==> config.mk <==
export PLATFORM = sky130hd
export DESIGN_NAME = chroma_key_pipe
export DESIGN_NICKNAME = d
export VERILOG_FILES = /design/src/rtl/chroma_key_pkg.sv /design/src/rtl/chroma_key_classify.sv /design/src/rtl/chroma_key_pipe.sv
export SDC_FILE = /design/constraint.sdc
export NUM_CORES = 1
export LEC_CHECK = 0
export ABC_CLOCK_PERIOD_IN_PS = 4000
export CAP_MARGIN = 40
export CORE_MARGIN = 2
export CORE_UTILIZATION = 28
export CTS_CLUSTER_SIZE = 24
export DETAILED_ROUTE_END_ITERATION = 10
export DONT_BUFFER_PORTS = 1
export PLACE_DENSITY_LB_ADDON = 0.08
export REMOVE_ABC_BUFFERS = 1
export SETUP_SLACK_MARGIN = 0.1
export SYNTH_ARGS = -nofsm -noshare
export SYNTH_HDL_FRONTEND = slang
export SYNTH_SLANG_ARGS = --single-unit
==> constraint.sdc <==
create_clock -name iCLK27 -period 4 [get_ports iCLK27]
set_input_delay 1.2 -clock iCLK27 [delete_from_list [all_inputs] [get_ports iCLK27]]
set_output_delay 1.2 -clock iCLK27 [all_outputs]
set_load 0.02 [all_outputs]
==> src/rtl/chroma_key_pkg.sv <==
// Shared constants and types for the chroma-key pixel pipeline.
package chroma_key_pkg;

  localparam int DW_DEF    = 10;
  localparam int CNT_W_DEF = 20;

  localparam logic [1:0] CFG_THR_HI = 2'd0;
  localparam logic [1:0] CFG_THR_LO = 2'd1;
  localparam logic [1:0] CFG_MARGIN = 2'd2;
  localparam logic [1:0] CFG_CTRL   = 2'd3;

  localparam int CTRL_KEY_SEL  = 0;
  localparam int CTRL_BLEND_EN = 1;
  localparam int CTRL_BYPASS   = 2;

  localparam logic [9:0] THR_HI_DEF = 10'h1FF;
  localparam logic [9:0] THR_LO_DEF = 10'h1FF;
  localparam logic [9:0] MARGIN_DEF = 10'h040;

  typedef enum logic {
    KEY_GREEN = 1'b0,
    KEY_BLUE  = 1'b1
  } key_sel_e;

  typedef struct packed {
    logic     bypass;
    logic     blend_en;
    key_sel_e key_sel;
  } ctrl_t;

  localparam ctrl_t CTRL_RST = '{bypass: 1'b0, blend_en: 1'b0, key_sel: KEY_GREEN};

endpackage

==> src/rtl/chroma_key_classify.sv <==
// Combinational pixel classifier: full key match, or key-dominant edge pixel.
// Margin sums are one bit wider so a sum past full scale can never be met by K.
module chroma_key_classify
  import chroma_key_pkg::*;
#(
  parameter int DW = DW_DEF
) (
  input  logic [DW-1:0] i_red,
  input  logic [DW-1:0] i_green,
  input  logic [DW-1:0] i_blue,
  input  key_sel_e      i_key_sel,
  input  logic [DW-1:0] i_thr_hi,
  input  logic [DW-1:0] i_thr_lo,
  input  logic [DW-1:0] i_margin,
  output logic          o_full,
  output logic          o_edge
);

  logic [DW-1:0] w_k;
  logic [DW-1:0] w_o1;
  logic [DW-1:0] w_o2;
  logic [DW:0]   w_sum1;
  logic [DW:0]   w_sum2;

  always_comb begin
    w_k  = i_green;
    w_o1 = i_red;
    w_o2 = i_blue;
    if (i_key_sel == KEY_BLUE) begin
      w_k  = i_blue;
      w_o2 = i_green;
    end
  end

  assign w_sum1 = {1'b0, w_o1} + {1'b0, i_margin};
  assign w_sum2 = {1'b0, w_o2} + {1'b0, i_margin};

  assign o_full = (w_k > i_thr_hi) && (w_o1 < i_thr_lo) && (w_o2 < i_thr_lo);
  assign o_edge = !o_full && ({1'b0, w_k} >= w_sum1) && ({1'b0, w_k} >= w_sum2);

endmodule

==> src/rtl/chroma_key_pipe.sv <==
// Pipelined chroma-key compositor: 3-cycle valid-to-valid latency, no backpressure,
// config double-buffered to frame start, per-frame saturating keyed-pixel count.
module chroma_key_pipe
  import chroma_key_pkg::*;
#(
  parameter int            DW         = DW_DEF,
  parameter int            CNT_W      = CNT_W_DEF,
  parameter logic [DW-1:0] THR_HI_RST = DW'(THR_HI_DEF),
  parameter logic [DW-1:0] THR_LO_RST = DW'(THR_LO_DEF),
  parameter logic [DW-1:0] MARGIN_RST = DW'(MARGIN_DEF)
) (
  input  logic             iCLK27,
  input  logic             iRST_N,
  input  logic             iVALID,
  input  logic             iSOF,
  input  logic [DW-1:0]    iRed,
  input  logic [DW-1:0]    iGreen,
  input  logic [DW-1:0]    iBlue,
  input  logic [DW-1:0]    imVGA_R,
  input  logic [DW-1:0]    imVGA_G,
  input  logic [DW-1:0]    imVGA_B,
  input  logic             iCFG_WE,
  input  logic [1:0]       iCFG_ADDR,
  input  logic [DW-1:0]    iCFG_DATA,
  output logic             oVALID,
  output logic [DW-1:0]    gsRed,
  output logic [DW-1:0]    gsGreen,
  output logic [DW-1:0]    gsBlue,
  output logic [CNT_W-1:0] oKEY_CNT
);

  logic [DW-1:0] r_sh_thr_hi, r_sh_thr_lo, r_sh_margin;
  logic [DW-1:0] r_act_thr_hi, r_act_thr_lo, r_act_margin;
  ctrl_t         r_sh_ctrl, r_act_ctrl;

  logic          r_s1_vld, r_s1_sof;
  logic [DW-1:0] r_s1_fg_r, r_s1_fg_g, r_s1_fg_b;
  logic [DW-1:0] r_s1_bg_r, r_s1_bg_g, r_s1_bg_b;

  logic          r_s2_vld, r_s2_full, r_s2_edge, r_s2_bypass, r_s2_blend;
  logic [DW-1:0] r_s2_fg_r, r_s2_fg_g, r_s2_fg_b;
  logic [DW-1:0] r_s2_bg_r, r_s2_bg_g, r_s2_bg_b;

  logic             r_o_vld;
  logic [DW-1:0]    r_o_r, r_o_g, r_o_b;
  logic [CNT_W-1:0] r_cnt, r_key_cnt;
  logic             r_in_frame;

  logic          w_full, w_edge, w_hit;
  logic [DW:0]   w_sum_r, w_sum_g, w_sum_b;
  logic [DW-1:0] w_out_r, w_out_g, w_out_b;

  // Shadow is written any time; active only follows it on a valid SOF pixel.
  always_ff @(posedge iCLK27 or negedge iRST_N) begin
    if (!iRST_N) begin
      r_sh_thr_hi  <= THR_HI_RST;
      r_sh_thr_lo  <= THR_LO_RST;
      r_sh_margin  <= MARGIN_RST;
      r_sh_ctrl    <= CTRL_RST;
      r_act_thr_hi <= THR_HI_RST;
      r_act_thr_lo <= THR_LO_RST;
      r_act_margin <= MARGIN_RST;
      r_act_ctrl   <= CTRL_RST;
    end else begin
      if (iCFG_WE) begin
        case (iCFG_ADDR)
          CFG_THR_HI: r_sh_thr_hi <= iCFG_DATA;
          CFG_THR_LO: r_sh_thr_lo <= iCFG_DATA;
          CFG_MARGIN: r_sh_margin <= iCFG_DATA;
          default:    r_sh_ctrl   <= '{bypass:   iCFG_DATA[CTRL_BYPASS],
                                       blend_en: iCFG_DATA[CTRL_BLEND_EN],
                                       key_sel:  key_sel_e'(iCFG_DATA[CTRL_KEY_SEL])};
        endcase
      end
      if (iVALID && iSOF) begin
        r_act_thr_hi <= r_sh_thr_hi;
        r_act_thr_lo <= r_sh_thr_lo;
        r_act_margin <= r_sh_margin;
        r_act_ctrl   <= r_sh_ctrl;
      end
    end
  end

  always_ff @(posedge iCLK27 or negedge iRST_N) begin
    if (!iRST_N) begin
      r_s1_vld  <= 1'b0;
      r_s1_sof  <= 1'b0;
      r_s1_fg_r <= '0;
      r_s1_fg_g <= '0;
      r_s1_fg_b <= '0;
      r_s1_bg_r <= '0;
      r_s1_bg_g <= '0;
      r_s1_bg_b <= '0;
    end else begin
      r_s1_vld  <= iVALID;
      r_s1_sof  <= iSOF;
      r_s1_fg_r <= iRed;
      r_s1_fg_g <= iGreen;
      r_s1_fg_b <= iBlue;
      r_s1_bg_r <= imVGA_R;
      r_s1_bg_g <= imVGA_G;
      r_s1_bg_b <= imVGA_B;
    end
  end

  chroma_key_classify #(.DW(DW)) u_classify (
    .i_red     (r_s1_fg_r),
    .i_green   (r_s1_fg_g),
    .i_blue    (r_s1_fg_b),
    .i_key_sel (r_act_ctrl.key_sel),
    .i_thr_hi  (r_act_thr_hi),
    .i_thr_lo  (r_act_thr_lo),
    .i_margin  (r_act_margin),
    .o_full    (w_full),
    .o_edge    (w_edge)
  );

  // Mode bits travel with the pixel so an SOF swap never affects pixels already past S2.
  always_ff @(posedge iCLK27 or negedge iRST_N) begin
    if (!iRST_N) begin
      r_s2_vld    <= 1'b0;
      r_s2_full   <= 1'b0;
      r_s2_edge   <= 1'b0;
      r_s2_bypass <= 1'b0;
      r_s2_blend  <= 1'b0;
      r_s2_fg_r   <= '0;
      r_s2_fg_g   <= '0;
      r_s2_fg_b   <= '0;
      r_s2_bg_r   <= '0;
      r_s2_bg_g   <= '0;
      r_s2_bg_b   <= '0;
    end else begin
      r_s2_vld    <= r_s1_vld;
      r_s2_full   <= w_full;
      r_s2_edge   <= w_edge;
      r_s2_bypass <= r_act_ctrl.bypass;
      r_s2_blend  <= r_act_ctrl.blend_en;
      r_s2_fg_r   <= r_s1_fg_r;
      r_s2_fg_g   <= r_s1_fg_g;
      r_s2_fg_b   <= r_s1_fg_b;
      r_s2_bg_r   <= r_s1_bg_r;
      r_s2_bg_g   <= r_s1_bg_g;
      r_s2_bg_b   <= r_s1_bg_b;
    end
  end

  assign w_sum_r = {1'b0, r_s2_fg_r} + {1'b0, r_s2_bg_r};
  assign w_sum_g = {1'b0, r_s2_fg_g} + {1'b0, r_s2_bg_g};
  assign w_sum_b = {1'b0, r_s2_fg_b} + {1'b0, r_s2_bg_b};

  always_comb begin
    w_out_r = r_s2_fg_r;
    w_out_g = r_s2_fg_g;
    w_out_b = r_s2_fg_b;
    if (!r_s2_bypass) begin
      if (r_s2_full) begin
        w_out_r = r_s2_bg_r;
        w_out_g = r_s2_bg_g;
        w_out_b = r_s2_bg_b;
      end else if (r_s2_edge && r_s2_blend) begin
        w_out_r = w_sum_r[DW:1];
        w_out_g = w_sum_g[DW:1];
        w_out_b = w_sum_b[DW:1];
      end
    end
  end

  always_ff @(posedge iCLK27 or negedge iRST_N) begin
    if (!iRST_N) begin
      r_o_vld <= 1'b0;
      r_o_r   <= '0;
      r_o_g   <= '0;
      r_o_b   <= '0;
    end else begin
      r_o_vld <= r_s2_vld;
      if (r_s2_vld) begin
        r_o_r <= w_out_r;
        r_o_g <= w_out_g;
        r_o_b <= w_out_b;
      end
    end
  end

  assign w_hit = r_s1_vld && w_full && !r_act_ctrl.bypass;

  // Nothing is counted until the first SOF after reset opens a frame.
  always_ff @(posedge iCLK27 or negedge iRST_N) begin
    if (!iRST_N) begin
      r_cnt      <= '0;
      r_key_cnt  <= '0;
      r_in_frame <= 1'b0;
    end else if (r_s1_vld && r_s1_sof) begin
      r_key_cnt  <= r_cnt;
      r_cnt      <= w_hit ? CNT_W'(1) : '0;
      r_in_frame <= 1'b1;
    end else if (w_hit && r_in_frame && (r_cnt != {CNT_W{1'b1}})) begin
      r_cnt <= r_cnt + CNT_W'(1);
    end
  end

  assign oVALID   = r_o_vld;
  assign gsRed    = r_o_r;
  assign gsGreen  = r_o_g;
  assign gsBlue   = r_o_b;
  assign oKEY_CNT = r_key_cnt;

endmodule

==> results of run 1 <==
-- cells in the final DEF, fill, tap and decap left out, drive strengths merged, types with 20 or more instances in the layout --
cell    count
dfstp      38
nand2     133
inv        48
clkbuf     52
nor2b      21
dfrtp     227
nor2       64
nand3      20
a21oi      51
mux2       89
ha         96
o21ai      77
-- critical path: stages, from the launching register on --
cell and delay [ns]:
dfrtp_2 0.44, buf_4 0.14, buf_4 0.13, mux2_2 0.36, ha_1 0.36, nand2_1 0.08
o21ai_2 0.17, nor4_2 0.08, o41ai_2 0.33, a21oi_1 0.12, xor2_1 0.15, ha_1 0.27
o21ai_0 0.07, a2111oi_1 0.34, o211ai_1 0.14, nor4_1 0.19
-- layout make-up --
type	count	share of cell area
antenna	2	0.000341
clock buffer	52	0.0675
clock inverter	10	0.00870
inverter	48	0.0123
multi-input combinational	798	0.394
sequential	265	0.456
tap	600	0.0512
timing repair buffer	18	0.0102
-- worst min-delay path by stage --
| stage | to | cells after the start | start |
|---|---|---|---|
| 2_1_floorplan | r_s2_bg_b[0]$_DFF_PN0_ | 0 | r_s1_bg_b[0]$_DFF_PN0_ |
| 3_3_place_gp | r_s2_bg_r[7]$_DFF_PN0_ | 0 | r_s1_bg_r[7]$_DFF_PN0_ |
| 3_5_place_dp | r_s2_bg_b[6]$_DFF_PN0_ | 0 | r_s1_bg_b[6]$_DFF_PN0_ |
| 4_1_cts | gsBlue[2]$_DFFE_PN0P_ | 0 | iRST_N |
| 5_1_grt | gsBlue[1]$_DFFE_PN0P_ | 0 | iRST_N |
| 6_report | gsBlue[1]$_DFFE_PN0P_ | 0 | iRST_N |
-- logic make-up (layout without fill, tap and decap cells) --
| kind of cell | Yosys count | in the layout |
|---|---|---|
| mux | 97 | 97 |
| simple gates | 325 | 325 |
| fa+ha+maj | 101 | 101 |
| flops | 265 | 265 |
| other cells | 0 | 2 |
| buf+inv | 90 | 128 |
| xor+xnor | 31 | 31 |
| compound gates | 244 | 244 |
-- stage by stage --
stage               cell area (um^2)  hold WS [ns]  cells  power (mW)  worst slack, ns
detailed placement             13500         0.335   1727        5.79            0.234
floorplan                      12600         0.331   1111        5.07            0.416
global placement               13500         0.334   1724        5.76            0.299
CTS                            14600         0.306   1789        8.93            0.240
global route                   14700         0.309   1793        9.41            0.149
finish                         14700         0.344   1793        8.77            0.546
-- layer usage --
layer	share of wire	global-route usage	vias to the layer above	routed length (um)
met5	0	0	-	0
met4	0.023	0.0522	0	792
met3	0.045	0.0297	48	1560
met2	0.47	0.240	134	16200
met1	0.46	0.202	4277	15900
li1	-	-	4154	-
-- power groups by stage --
stage | Sequential (mW) | Combinational [mW] | Clock (mW)
global route | 3.62 | 2.51 | 3.28
floorplan | 3.51 | 1.56 | 0
CTS | 3.58 | 2.19 | 3.17
detailed placement | 3.62 | 2.17 | 0
global placement | 3.61 | 2.15 | 0
finish | 3.56 | 2.18 | 3.03
-- repair_timing --
| action | 4_1_cts | 5_1_grt |
|---|---|---|
| resized for setup | 0 | 9 |
| endpoints found under the setup margin | 0 | 1 |
| hold endpoints to repair | 0 | 0 |
| buffers inserted | 0 | 2 |
==> results.json, run 1 <==
{
  "r2r_cells": 15,
  "drtIter0Drc": 390,
  "area_growth_pct": 14.6,
  "io_pins": 128,
  "synth.area.mux_share": 0.0849,
  "route.detailed.drc": 0,
  "cts_tree": "yes",
  "htreeDepth": 2,
  "io_buffers": 0,
  "ys.flop_type": "dfrtp_1",
  "ant_nets": 0,
  "clockRootBuffer": "clkbuf_16",
  "cp_max_fo": 6,
  "multi_input_area_um2": 5780,
  "synth_area_leaders": "dfrtp_1 (44%), ha_1 (9.4%), dfstp_2 (7.8%)",
  "cts_sinks": 265,
  "avgSynthCellArea_um2": 11.1,
  "fmax_mhz": 290,
  "r2r-end": "r_s2_edge$_DFF_PN0_",
  "grt_pass1_vias": 8908,
  "clk_pin_slew_ns": 0.06,
  "drive_gt1_frac": 0.181,
  "avgRoutedWirePerCell_um": 19.2,
  "synth_edf_count": 0,
  "p_switching_mw": 2.83,
  "gp_congestion": 0.780,
  "vias_per_cell": 4.80,
  "ys_ff_latch": 265,
  "synth_top_family_by_area": "compound AO/OA/AOI/OAI gates",
  "cts.path.max_buffers": 3,
  "start_util": 0.283,
  "skew_ns": 0.0314,
  "clk_latency_ns": 0.55,
  "overflow": 0,
  "slew_violations": 0,
  "ir_worst_vdd_uv": 300,
  "rsz0062_at_grt": "no",
  "max_cap_violations": 0,
  "max-slew-margin-rel": 0.474,
  "syn_inst": 1153,
  "internal_power_mw": 5.94,
  "p_clk_frac": 0.346,
  "placementRows": 78,
  "tns_ns": 0,
  "synth-compound-area-share": 0.121,
  "sequentialPowerShare": 0.406,
  "critical_path_class": "flip-flop to flip-flop",
  "ctsHoldBuffers": 0,
  "dr.pass1.iters": 4,
  "dieArea_um2": 47400,
  "min_period_over_period": 0.864,
  "worst_setup_path_start_kind": "flip-flop",
  "required_ns": 4.45,
  "synth-xor-area-share": 0.0212,
  "timing.final.crit_period_ns": 3.45,
  "switching_share": 0.323,
  "hold_path.class": "input port to asynchronous set/reset pin",
  "track_usage": 0.150,
  "yosys-top-cells-count": "dfrtp_1 (227), nand2_1 (132), ha_1 (96)",
  "antenna_found_initial": 6,
  "totalWireLength_um": 34500,
  "yosys.area.top_type": "dfrtp_1",
  "powerDensity_nw_per_um2": 598,
  "synth_area_um2": 12800,
  "power_frac_comb": 0.248,
  "leakage_nw": 6.41,
  "worstSetupEndpointType": "flip-flop",
  "ys_seq_area_frac": 0.522,
  "async_flop_share": 1.00,
  "synth_top_area_frac": 0.444,
  "cp-startpoint": "r_act_ctrl[0]$_DFFE_PN0P_",
  "post-dp-hpwl_um": 24600,
  "hold_viol": 0,
  "worst_pin_slew_ns": 0.781,
  "critPathArrivalTime_ns": 3.90,
  "numCtsBuffers": 34,
  "die_x_um": 218,
  "synth-simple-area-share": 0.120,
  "yosysMostFrequentCell": "dfrtp_1",
  "rrSetupSlack_ns": 0.55,
  "status": "complete, no violations",
  "fillerInstances": 4610,
  "crit_path_end": "r_s2_edge$_DFF_PN0_",
  "yosysUniqueCellTypes": 64,
  "regArea_um2": 6680,
  "coreArea_um2": 45300,
  "die_y_um": 218,
  "vias": 8613,
  "yosys_warnings": 0,
  "grt_max_degree": 266,
  "grt_pass1_wl_um": 54300,
  "fin_nets": 1343,
  "timing.rr.start": "r_act_ctrl[0]$_DFFE_PN0P_",
  "fin_util": 0.324,
  "finalSetupViolCount": 0,
  "synth-adder-area-share": 0.102
}
(Power assumes the default switching activity.)
==> run 2, diff against run 1 <==
ABC_CLOCK_PERIOD_IN_PS = 4210   (was 4000)
clock period = 4.21 ns   (was 4 ns; I/O delays follow)
==> results.json, run 2 (synthesized netlist as in run 1, its figures left out) <==
{
  "status": "complete, no violations",
  "fmax_mhz": 259,
  "tns_ns": 0,
  "slew_violations": 0,
  "critical_path_class": "flip-flop to flip-flop",
  "min_period_over_period": 0.918,
  "clk_pin_slew_ns": 0.06,
  "avgRoutedWirePerCell_um": 19.5,
  "leakage_nw": 6.39,
  "ctsHoldBuffers": 0,
  "p_total_mw": 8.30,
  "path_buf_inv": 1,
  "placementRows": 78,
  "dieArea_um2": 47400,
  "cts.path.max_buffers": 3,
  "design_area_um2": 14600,
  "cp_cell_sequence": "buf_4 > mux2_2 > ha_1 > a21oi_1 > o21ai_0 > nor4_2 > o41ai_1 > a21oi_1 > xor2_1 > ha_1 > o21ai_0 > a2111oi_0 > o211ai_1 > nor4_1",
  "skew_ns": 0.0211,
  "track_usage": 0.150,
  "htreeDepth": 2,
  "die_x_um": 218,
  "max-slew-margin-rel": 0.442,
  "place_inst": 1728,
  "required_ns": 4.63,
  "die_y_um": 218,
  "cts_tree": "yes",
  "area_growth_pct": 14.2,
  "start_util": 0.283,
  "grt_pass1_wl_um": 54000,
  "dr.pass1.iters": 4,
  "gp_congestion": 0.765,
  "hold_viol": 0,
  "grt_pass1_vias": 8788,
  "path_delay_family": "compound AO/OA/AOI/OAI gates",
  "worst_path_max_delay_cell": "dfrtp_1",
  "ant_nets": 0,
  "clk_latency_ns": 0.54,
  "clockRootBuffer": "clkbuf_16",
  "coreArea_um2": 45300,
  "route.detailed.drc": 0,
  "final_common_cell": "dfrtp_1",
  "io_pins": 128,
  "post_layout_nonfiller_instances": 1787,
  "finalSetupViolCount": 0,
  "io_buffers": 0,
  "worstSetupEndpointType": "flip-flop",
  "max_cap_violations": 0,
  "hold_slack_ns": 0.333,
  "hold_path.class": "flip-flop to flip-flop",
  "drtIter0Drc": 425,
  "fin_nets": 1342,
  "cts_sinks": 265,
  "worst_pin_slew_ns": 0.837,
  "vias_per_cell": 4.81,
  "placed_area_um2": 13500,
  "pre_cts_slack_ns": 0.369,
  "fin_util": 0.323,
  "worst_setup_path_start_kind": "flip-flop",
  "critPathArrivalTime_ns": 4.29,
  "powerDensity_nw_per_um2": 569,
  "cp_max_fo": 6,
  "drive_gt1_frac": 0.175,
  "overflow": 0,
  "cpPeakStageDelay_ns": 0.50,
  "timing.final.crit_period_ns": 3.86,
  "mostFrequentLayoutCells": "dfrtp_1 (226), nand2_1 (132), ha_1 (96)",
  "vias": 8593,
  "ir_worst_vdd_uv": 299,
  "antenna_found_initial": 4,
  "totalWireLength_um": 34800,
  "numCtsBuffers": 34,
  "setup_ws_ns": 0.345,
  "rsz0062_at_grt": "no",
  "post-dp-hpwl_um": 24700,
  "grt_max_degree": 266
}
-- run 2: cell types whose count changed in the layout (fill, tap and decap cells not counted), sizes merged --
cell,previous run,this run
clkinvlp,2,1
buf,18,17
inv,48,49
clkinv,6,1
-- run 2: timing repair --
| action | CTS | global route |
|---|---|---|
| endpoints found under the setup margin | 0 | 1 |
| setup buffers | 0 | 0 |
| gates resized for setup | 0 | 2 |
-- run 2: worst register-to-register path, stage by stage, from the launching register on --
cell	delay, ns
dfrtp_1	0.50
buf_4	0.21
mux2_2	0.36
ha_1	0.32
a21oi_1	0.10
o21ai_0	0.32
nor4_2	0.08
o41ai_1	0.36
a21oi_1	0.13
xor2_1	0.15
ha_1	0.27
o21ai_0	0.07
a2111oi_0	0.48
o211ai_1	0.16
nor4_1	0.25
-- run 2: layer usage --
| layer | global-route usage | routed length (um) | vias up |
|---|---|---|---|
| li1 | - | - | 4151 |
| met1 | 0.204 | 16400 | 4282 |
| met2 | 0.240 | 16200 | 117 |
| met3 | 0.0344 | 1590 | 43 |
| met4 | 0.0374 | 585 | 0 |
| met5 | 0 | 0 | - |
-- run 2: final timing paths --
check | start | endpoint | slack [ns] | depth (start not counted)
min reg2reg | r_s1_bg_r[2]$_DFF_PN0_ | r_s2_bg_r[2]$_DFF_PN0_ | 0.33 | 0
max reg2reg | r_act_ctrl[0]$_DFFE_PN0P_ | r_s2_edge$_DFF_PN0_ | 0.35 | 14
min in group asynchronous | iRST_N | gsBlue[2]$_DFFE_PN0P_ | 0.42 | 0
max in group asynchronous | iRST_N | r_sh_margin[2]$_DFFE_PN0P_ | 3.19 | 0
min | r_s1_bg_r[2]$_DFF_PN0_ | r_s2_bg_r[2]$_DFF_PN0_ | 0.33 | 0
max | r_act_ctrl[0]$_DFFE_PN0P_ | r_s2_edge$_DFF_PN0_ | 0.35 | 14
-- run 2: area by class of cell --
| type | count | area, um^2 |
|---|---|---|
| clock buffer | 52 | 1010 |
| fill | 4669 | 30700 |
| clock inverter | 5 | 81.3 |
| antenna | 2 | 5.00 |
| sequential | 265 | 6680 |
| tap | 600 | 751 |
| multi-input combinational | 798 | 5760 |
| inverter | 48 | 180 |
| timing repair buffer | 17 | 143 |
-- run 2: power by group --
part | internal, mW | switching (mW)
registers | 2.95 | 0.440
logic | 0.923 | 1.12
clock network | 1.77 | 1.10
